**src/rtl/imem_loader.sv**
```systemverilog
// Instruction-memory init loader: takes a framed, checksummed byte stream and
// drives the init-mode / write port of the fetch stage's instruction memory.
module imem_loader #(
    parameter int MAX_WORDS = 4096
) (
    input  logic        clk,
    input  logic        reset,
    input  logic        start,
    input  logic        rx_valid,
    input  logic [7:0]  rx_data,
    output logic        rx_ready,
    output logic        init_mode,
    output logic        write_enable,
    output logic [11:0] init_address,
    output logic [31:0] init_instruction,
    output logic [12:0] words_written,
    output logic        done,
    output logic        error
);

    typedef enum logic [2:0] {
        IDLE,
        LEN_LO,
        LEN_HI,
        DATA,
        CHECK,
        DONE,
        ERROR
    } state_t;

    localparam logic [16:0] MAX_LEN = 17'(MAX_WORDS);

    state_t      state;
    logic [7:0]  len_lo;
    logic [15:0] length;
    logic [1:0]  byte_cnt;
    logic [7:0]  checksum;
    logic [23:0] assembler;
    logic        accept;
    logic [16:0] new_length;

    always_comb begin
        rx_ready = 1'b0;
        case (state)
            LEN_LO, LEN_HI, DATA, CHECK: rx_ready = 1'b1;
            default:                     rx_ready = 1'b0;
        endcase
    end

    assign accept     = rx_valid && rx_ready;
    assign new_length = {1'b0, rx_data, len_lo};

    always_ff @(posedge clk) begin
        if (reset) begin
            state            <= IDLE;
            len_lo           <= 8'd0;
            length           <= 16'd0;
            byte_cnt         <= 2'd0;
            checksum         <= 8'd0;
            assembler        <= 24'd0;
            init_mode        <= 1'b0;
            write_enable     <= 1'b0;
            init_address     <= 12'd0;
            init_instruction <= 32'd0;
            words_written    <= 13'd0;
            done             <= 1'b0;
            error            <= 1'b0;
        end else begin
            write_enable <= 1'b0;
            case (state)
                IDLE, DONE, ERROR: begin
                    if (start) begin
                        state         <= LEN_LO;
                        init_mode     <= 1'b1;
                        done          <= 1'b0;
                        error         <= 1'b0;
                        words_written <= 13'd0;
                        checksum      <= 8'd0;
                        byte_cnt      <= 2'd0;
                        // Pre-decrement so the first write's increment lands on word 0.
                        init_address  <= 12'hFFF;
                    end
                end
                LEN_LO: begin
                    if (accept) begin
                        len_lo   <= rx_data;
                        checksum <= checksum ^ rx_data;
                        state    <= LEN_HI;
                    end
                end
                LEN_HI: begin
                    if (accept) begin
                        checksum <= checksum ^ rx_data;
                        length   <= new_length[15:0];
                        byte_cnt <= 2'd0;
                        if (new_length > MAX_LEN) begin
                            state <= ERROR;
                            error <= 1'b1;
                        end else if (new_length == 17'd0) begin
                            state <= CHECK;
                        end else begin
                            state <= DATA;
                        end
                    end
                end
                DATA: begin
                    if (accept) begin
                        checksum  <= checksum ^ rx_data;
                        byte_cnt  <= byte_cnt + 2'd1;
                        assembler <= {rx_data, assembler[23:8]};
                        if (byte_cnt == 2'd3) begin
                            write_enable     <= 1'b1;
                            init_instruction <= {rx_data, assembler};
                            init_address     <= init_address + 12'd1;
                            words_written    <= words_written + 13'd1;
                            if (({3'b000, words_written} + 16'd1) == length)
                                state <= CHECK;
                        end
                    end
                end
                CHECK: begin
                    if (accept) begin
                        if (rx_data == checksum) begin
                            state     <= DONE;
                            done      <= 1'b1;
                            init_mode <= 1'b0;
                        end else begin
                            // init_mode stays high so the CPU never runs a corrupt image.
                            state <= ERROR;
                            error <= 1'b1;
                        end
                    end
                end
                default: state <= IDLE;
            endcase
        end
    end

endmodule
```
**config.mk**
```make
export PLATFORM = sky130hd
export DESIGN_NAME = imem_loader
export DESIGN_NICKNAME = d
export VERILOG_FILES = /design/src/rtl/imem_loader.sv
export SDC_FILE = /design/constraint.sdc
export NUM_CORES = 1
export LEC_CHECK = 0
export CAP_MARGIN = 10
export CORE_MARGIN = 2
export CORE_UTILIZATION = 30
export CTS_BUF_LIST = sky130_fd_sc_hd__clkbuf_8 sky130_fd_sc_hd__clkbuf_16
export DETAILED_ROUTE_END_ITERATION = 6
export HOLD_SLACK_MARGIN = 0.06
export SLEW_MARGIN = 40
export SYNTH_ARGS = -nofsm -noshare
export SYNTH_HDL_FRONTEND = slang
export SYNTH_SLANG_ARGS = --single-unit
export TNS_END_PERCENT = 50
```
**constraint.sdc**
```tcl
create_clock -name clk -period 6.8 [get_ports clk]
set_input_delay 1.36 -clock clk [delete_from_list [all_inputs] [get_ports clk]]
set_output_delay 1.36 -clock clk [all_outputs]
set_load 0.005 [all_outputs]
```
# [Yosys cells after proc, flatten, opt, wreduce, memory -nomap -nowiden]
# Cells that the tools add are included.
[classes] n_lt_le_gt_ge=1 bitwise_logic=3 n_reduce_logical=22 mux=41 eq_ne=20 add_sub_neg=4
[ops] op="2-to-1 mux 13 bit" count=3
[ops] op="2-to-1 mux 12 bit" count=3
[ops] op="2-to-1 mux 3 bit" count=9
[ops] op="case mux 13 bit (2 select lines)" count=1
[ops] op="case mux 12 bit (2 select lines)" count=1
[ops] op="!= test 2 bit, second input constant" count=10
[ops] op="logical NOT 17 bit" count=1
[ops] op="equality test 14 x 16 -> 1 bit" count=1
[ops] op="> comparator 16 x 13 -> 1 bit, second input constant" count=1
[ops] op="2-to-1 mux 8 bit" count=2
[ops] op="case mux 8 bit (2 select lines)" count=1
[ops] op="case mux 3 bit (5 select lines)" count=1
[ops] op="adder 13 x 1 -> 14 bit, second input constant" count=1
[ops] op="adder 13 x 1 -> 13 bit, second input constant" count=1
[ops] op="adder 12 x 1 -> 12 bit, second input constant" count=1
[ops] op="2-to-1 mux 1 bit" count=12
[ops] op="AND reduction 4 bit" count=3
[ops] op="equality test 3 bit, second input constant" count=3
[ops] op="OR reduction 3 bit" count=3
[ops] op="equality test 8 bit" count=1
[ops] op="2-to-1 mux 2 bit" count=4
[ops] op="bitwise XOR 8 bit" count=1
[ops] op="AND reduction 7 bit" count=1
[ops] op="equality test 3 x 2 -> 1 bit, second input constant" count=2
[ops] op="16 further kinds" count=24
[totals] out_inout_bits=62 reg_bits=122 inputBits=12

# [Longest topological paths before layout]
# Gate-level depths: netlist (run 1).
[depth] word_depth=6 ltp_mapped=9 ltp_nobuf=7

# [Least setup slack after synthesis (run 1)]
# Ideal clock, no wire load.
[synth_path] kind="input to register" startpoint="input port rx_data[0]" endpoint="register state[1]" path_stages=7 path_slack_ps=3900 required_ps=6680 t_arrival_ps=2781 path_buffers=1 setup_time_ps=120 path_cell_list="clkbuf_1 -> nor4_1 -> nand3_1 -> o311ai_0 -> o311ai_0 -> o221a_2 -> o31a_1"
[synth_between] elab_chain_cells=5 word_cells_on_any_way=9 classes_between="order compare: 1; eq/ne: 1; mux: 6; reduce/logical: 1"
[synth_rtl] element="from (decl)" line_no="10" text="input logic [7:0] rx_data,"
[synth_rtl] element="branches (longest 4 deep; another with > comparator 16 x 13 -> 1 bit)"
[synth_rtl] element="case mux 3 bit (5 select lines) *" line_no="70" text="case (state)"
[synth_rtl] element="to (signal assigned)" line_no="73" text="state <= LEN_LO;"
[synth_rtl] element="to (signal assigned)" line_no="97" text="state <= ERROR;"
[synth_rtl] element="to (signal assigned)" line_no="100" text="state <= CHECK;"
[synth_rtl] element="to (decl)" line_no="33" text="state_t state;"
# Mark *: on every way between the ends. The select of a mux whose other input is x is not followed.
# A chain may end at the register's enable or synchronous reset.

# [Worst setup path after layout (run 1)]
[layout_path] startpoint="register state[0]" endpoint="output port rx_ready"
[layout_between] elab_chain_cells=3 word_cells_on_any_way=6 classes_between="eq/ne: 4; mux: 1; reduce/logical: 1"
[layout_rtl] element="from (signal assigned)" line_no="55" text="state <= IDLE;"
[layout_rtl] element="from (signal assigned)" line_no="73"
[layout_rtl] element="from (signal assigned)" line_no="88" text="state <= LEN_HI;"
[layout_rtl] element="equality test 3 bit, or another cell as far along" line_no="44" text="case (state)"
[layout_rtl] element="OR reduction 4 bit *" line_no="44"
[layout_rtl] element="2-to-1 mux 1 bit *" line_no="44"
[layout_rtl] element="to (decl)" line_no="11" text="output logic rx_ready,"
# Every way passes the cells marked *; elsewhere a longest branch is shown, timed or not.

==> impl_metrics.toml, run 1 <==
[worst_setup_path]
start_kind = "flop"
r2r_slack_ns = 3.84
crit_path_end_kind = "output port"
regToRegStartpoint = "state[2]$_SDFFE_PP0P_"
reg2reg_depth = 6
crit_type = "flop to output port"
r2r-end = "words_written[7]$_SDFFE_PP0P_"
crit_path_max_fanout = 20
worstPathArrival_ns = 2.18
cp_data_required_time_ns = 5.44

[clocking]
clkSinkCount = 122
cts_root_buffer = "clkbuf_16"
cts_resized = 0
insertion_delay_ns = 0.43
cts_tree = "done"
cts.clk_slew.worst_paths_ns = 0.06
post-cts-setup-buffer-count = 0
cts_hold_buf = 0
htree_levels = 4
numCtsBuffers = 17
ctsLongestPathBuffers = 2

[cells_and_area]
drive_gt1_share_pct = 7.22
multiInputGateArea_um2 = 2980
regArea_um2 = 2440
synthToLayoutAreaGrowth_pct = 26.3
mostFrequentLayoutCell = "nand2_1"
mostFrequentLayoutCells = "183 x nand2_1, 121 x dfxtp_1, 118 x a21oi_1"
antenna_cells = 0
instances_no_fill = 1023
nNetsFinal = 792
nFillCells = 1932

[global_route]
grt_max_degree = 95
grt_antenna_before_repair = 0
grt_pass1_wl_um = 24400
grt_pass1_vias = 4789
grt-ovfl-total = 0
grtUsageTotal_pct = 15.2

[hold_path]
hold_depth = 2
hold_end = "init_instruction[23]$_SDFFE_PP0P_"
hold_class = "flop to flop"
min_from = "init_instruction[23]$_SDFFE_PP0P_"

[floorplanning]
ios = 74
die_y_um = 141
coreArea_um2 = 18600
die_w_um = 141
placementRows = 50
dieArea_um2 = 20000
start_util_pct = 30.4

[timing]
period_share_pct = 52.1
min_period_ns = 3.54
rsz0062_at_grt = "false"
clock_skew_ns = 0.0131
tns_ns = 0
hold_violations = 0
setup_violations = 0
maxSlewViolCount = 0
fmax_ghz = 0.282
tightestPinTransition_ns = 0.886
worst_slack_ns = 3.26
relSlewSlack_pct = 40.7

[drt]
drt-total-wl_um = 14900
first_pass_iters = 4
ant_nets = 0
num_vias = 5109
wire_per_inst_um = 14.5
drt_iter0_drc = 291
viasPerCell = 4.99
drc_errors = 0

[logic_synthesis]
yosys-top-cells-area = "dfxtp_1 43%, nand2_1 12%, a21oi_1 10%"
synth_top_cell_by_area = "dfxtp_1"
synth_top_cell_area_share_pct = 43.2
ys_warn_count = 0
synth_edf_count = 0
mappedNetlistArea_um2 = 5660
synth_cell_type_count = 64
synth-seq-cells = 122
seq_area_frac_synth_pct = 43.2
synthArstFlopShare_pct = 0
synth_cells = 731
synthFlopType = "dfxtp_1"
synth.avg_cell_area_um2 = 7.74
synth_nets = 747

[pwr]
p_leak_nw = 2.32
clkPwrFrac_pct = 40.2
irDropWorstVdd_mv = 0.210
switching_share_pct = 33.3
p_seq_share_pct = 35.1
power.switching_mw = 0.836
p_int_mw = 1.67
power_density_nw_per_um2 = 351
comb_power_share_pct = 24.7

[placement]
place_ws_ns = 3.02
port_buffers = 73
dp_hpwl_um = 9630
dp_cells = 991
gp_congestion = 0.801

[job]
drv_cap = 0

[run_status]
status = "finished clean"
==> area by class of cell <==
cell class,count,area share (%)
repair buffers,75,10.5
clock buffers,17,5.95
well taps,234,4.10
multi-input cells,551,41.6
clock inverters,15,3.19
flip-flops and latches,122,34.2
inverters,9,0.473
==> metrics by stage <==
stage	total power [mW]	util [%]	hold WS (ns)	area (um2)
CTS	2.53	38.5	0.454	7140
detailed placement	1.51	34.9	0.448	6490
floorplan	1.30	-	0.432	5660
global route	2.64	38.5	0.467	7150
global placement	1.50	34.8	0.442	6470
finish	2.51	38.5	0.454	7150
==> cell families after synthesis <==
| logic type | share of synthesized area [%] |
|---|---|
| buffers and inverters | 4.45 |
| adders and majority gates | 1.02 |
| DFF | 43.2 |
| muxes | 0.907 |
| and+or+nand+nor | 25.5 |
| xor gates and xnor gates | 4.96 |
| AOI/OAI and AO/OA | 20.0 |
==> routing by layer <==
metal	vias up	GRT usage (%)	wire (um)
met2	102	22.5	6400
met5	-	0	0
met1	2366	20.9	7660
met3	10	4.93	653
met4	0	5.16	137
li1	2631	-	-
==> synthesized netlist by cell type, types with 3 or more instances <==
library cell,instances
dfxtp_1,122
nand3b_1,8
xor2_1,15
inv_1,7
nor3b_1,3
a31oi_1,6
ha_1,3
a21oi_1,118
nor2_1,46
nand3_1,10
o21ai_0,13
nand4_1,8
mux2i_1,4
and3_1,3
nand2b_1,4
o31ai_1,3
o211ai_1,3
nand2_1,185
xnor2_1,17
buf_2,9
nor2b_1,5
or3_1,5
nor4_1,14
clkbuf_1,35
o21ai_1,14
a211oi_1,6
nand4b_1,3
nor3_1,12
o311ai_0,3
==> worst max-delay path by stage <==
stage / start / end / slack (ns) / depth (start not counted)
global route: state[0]$_SDFFE_PP0P_ / rx_ready / 3.10 / 3
detailed placement: rx_data[3] / state[1]$_SDFFE_PP0P_ / 3.02 / 7
global placement: rx_valid / init_instruction[26]$_SDFFE_PP0P_ / 3.00 / 7
floorplan: rx_data[0] / state[1]$_SDFFE_PP0P_ / 3.90 / 7
CTS: state[1]$_SDFFE_PP0P_ / rx_ready / 3.15 / 3
finish: state[0]$_SDFFE_PP0P_ / rx_ready / 3.26 / 3
==> worst max-delay path: stages, from the launching register on <==
cell	delay, ns
dfxtp_1	0.80
nor2_1	0.24
xnor2_1	0.20
clkdlybuf4s50_1	0.52
==> power groups by stage <==
stage	Clock [mW]	Sequential [mW]	Combinational, mW
after floorplan	0	0.851	0.450
after global placement	0	0.892	0.610
after detailed placement	0	0.893	0.618
after CTS	1.03	0.878	0.621
after global routing	1.06	0.892	0.691
final	1.01	0.880	0.619
==> registers in the layout, indices dropped and copies added, names as in the netlist <==
name / cells
words_written: 13
write_enable: 1
init_mode: 1
assembler: 24
state: 3
error: 1
len_lo: 8
checksum: 8
init_instruction: 32
length: 16
byte_cnt: 2
init_address: 12
done: 1
Note: power is estimated with default switching activity, not from simulation.
==> run 2: changes to the inputs <==
==> constraint.sdc (replaced) <==
create_clock -name clk -period 3.1 [get_ports clk]
set_input_delay 0.62 -clock clk [delete_from_list [all_inputs] [get_ports clk]]
set_output_delay 0.62 -clock clk [all_outputs]
set_load 0.005 [all_outputs]
==> impl_metrics.toml, run 2 (synthesis gave the netlist of run 1 again) <==
[run_status]
status = "finished clean"

[cells_and_area]
drive_gt1_share_pct = 9.01
nNetsFinal = 813
mostFrequentLayoutCell = "nand2_1"
antenna_cells = 0
reg_top3 = "init_instruction (32), assembler (24), length (16)"
synthToLayoutAreaGrowth_pct = 28.8
largest_reg_flops = 32
top_register = "init_instruction"
mostFrequentLayoutCells = "185 x nand2_1, 122 x dfxtp_1, 118 x a21oi_1"

[drt]
num_vias = 5306
drt_iter0_drc = 372
drc_errors = 0
drt-total-wl_um = 15400
ant_nets = 0
viasPerCell = 5.08
first_pass_iters = 5
wire_per_inst_um = 14.8

[worst_setup_path]
cp_data_required_time_ns = 2.48
reg2reg_depth = 7
r2r-end = "state[0]$_SDFFE_PP0P_"
slowest_stage = "dfxtp_1"
critPathLaunch = "state[0]$_SDFFE_PP0P_"
crit_family = "buffers and inverters"
crit_cells = 4
r2r_slack_ns = 0.60
critPathBufInv = 2
regToRegStartpoint = "words_written[1]$_SDFFE_PP0P_"
crit_type = "flop to output port"
max_stage_delay_ns = 0.56
crit_path_max_fanout = 12
timing.critical_path.to = "rx_ready"
crit_chain = "buf_4 -> nor2_1 -> xnor2_1 -> clkdlybuf4s50_1"
start_kind = "flop"
worstPathArrival_ns = 2.06
crit_path_end_kind = "output port"

[global_route]
grt_pass1_wl_um = 25600
grtUsageTotal_pct = 15.8
grt-ovfl-total = 0
grt_pass1_vias = 4926
grt_antenna_before_repair = 0
grt_max_degree = 53

[pwr]
p_leak_nw = 2.41
finalPower_mw = 5.55
irDropWorstVdd_mv = 0.399
power_density_nw_per_um2 = 762

[floorplanning]
coreArea_um2 = 18600
die_w_um = 141
placementRows = 50
die_y_um = 141
start_util_pct = 30.4
ios = 74
dieArea_um2 = 20000

[hold_path]
hold_class = "flop to flop"

[timing]
maxSlewViolCount = 0
relSlewSlack_pct = 57.9
period_share_pct = 86.5
min_period_ns = 2.68
rsz0062_at_grt = "false"
fmax_ghz = 0.373
hold_violations = 0
setup_violations = 0
tns_ns = 0
tightestPinTransition_ns = 0.626
clock_skew_ns = 0.0110

[clocking]
cts_hold_buf = 0
cts_tree = "done"
htree_levels = 4
ctsLongestPathBuffers = 2
numCtsBuffers = 17
clkSinkCount = 122
post-cts-setup-buffer-count = 0
cts_resized = 0
cts.clk_slew.worst_paths_ns = 0.06
insertion_delay_ns = 0.42
cts_root_buffer = "clkbuf_16"

[placement]
gp_congestion = 0.831
dp_hpwl_um = 10300
port_buffers = 73

[job]
drv_cap = 0
## run 2: metal layers
| layer | routed length, um | vias to the layer above | part of all wire, % | global-route usage, % |
|---|---|---|---|---|
| li1 | - | 2676 | - | - |
| met1 | 7830 | 2468 | 51 | 22.1 |
| met2 | 6670 | 144 | 43 | 24.4 |
| met3 | 785 | 18 | 5.1 | 4.12 |
| met4 | 133 | 0 | 0.86 | 3.89 |
| met5 | 0 | - | 0 | 0 |
## run 2: worst min-delay path by stage
| stage | startpoint | endpoint | slack, ns | cells after the start |
|---|---|---|---|---|
| floorplan | assembler[0]$_SDFFE_PP0P_ | init_instruction[0]$_SDFFE_PP0P_ | 0.43 | 2 |
| global placement | init_instruction[25]$_SDFFE_PP0P_ | init_instruction[25]$_SDFFE_PP0P_ | 0.44 | 2 |
| detailed placement | init_instruction[14]$_SDFFE_PP0P_ | init_instruction[14]$_SDFFE_PP0P_ | 0.45 | 2 |
| CTS | init_instruction[4]$_SDFFE_PP0P_ | init_instruction[4]$_SDFFE_PP0P_ | 0.46 | 2 |
| global route | assembler[6]$_SDFFE_PP0P_ | assembler[6]$_SDFFE_PP0P_ | 0.48 | 2 |
| finish | init_instruction[4]$_SDFFE_PP0P_ | init_instruction[4]$_SDFFE_PP0P_ | 0.45 | 2 |
## run 2: worst register-to-register path: cells and delay by family, from the launching register on
family	cells	cell delay, ns
fa+ha+maj	1	0.31
simple gates	3	0.60
compound gates	3	1.08
flops	1	0.43
## run 2: power by group
| part | total (mW) | leakage [nW] | internal, mW | switching [mW] |
|---|---|---|---|---|
| Sequential | 1.87 | 0.989 | 1.72 | 0.152 |
| Clock | 2.19 | 0.314 | 1.39 | 0.796 |
| Combinational | 1.50 | 1.11 | 0.622 | 0.875 |
## run 2: final cells by class
cell class                 count  area, um2
multi-input combinational    551       2970
clock inverter                14        209
tap                          234        293
timing repair buffer          96        901
sequential                   122       2440
clock buffer                  18        439
fill                        1912      11300
inverter                       9       33.8
## run 2: metrics by stage
| step | utilization (%) | hold slack, ns | cells | setup WS [ns] | cell area [um2] |
|---|---|---|---|---|---|
| 3_3_place_gp | 35.7 | 0.443 | 1012 | 0.394 | 6630 |
| 2_1_floorplan | - | 0.432 | 731 | 0.850 | 5660 |
| 4_1_cts | 39.2 | 0.457 | 1044 | 0.445 | 7280 |
| 3_5_place_dp | 35.7 | 0.447 | 1012 | 0.324 | 6630 |
| 5_1_grt | 39.2 | 0.475 | 1044 | 0.337 | 7280 |
| 6_report | 39.2 | 0.453 | 1044 | 0.419 | 7280 |
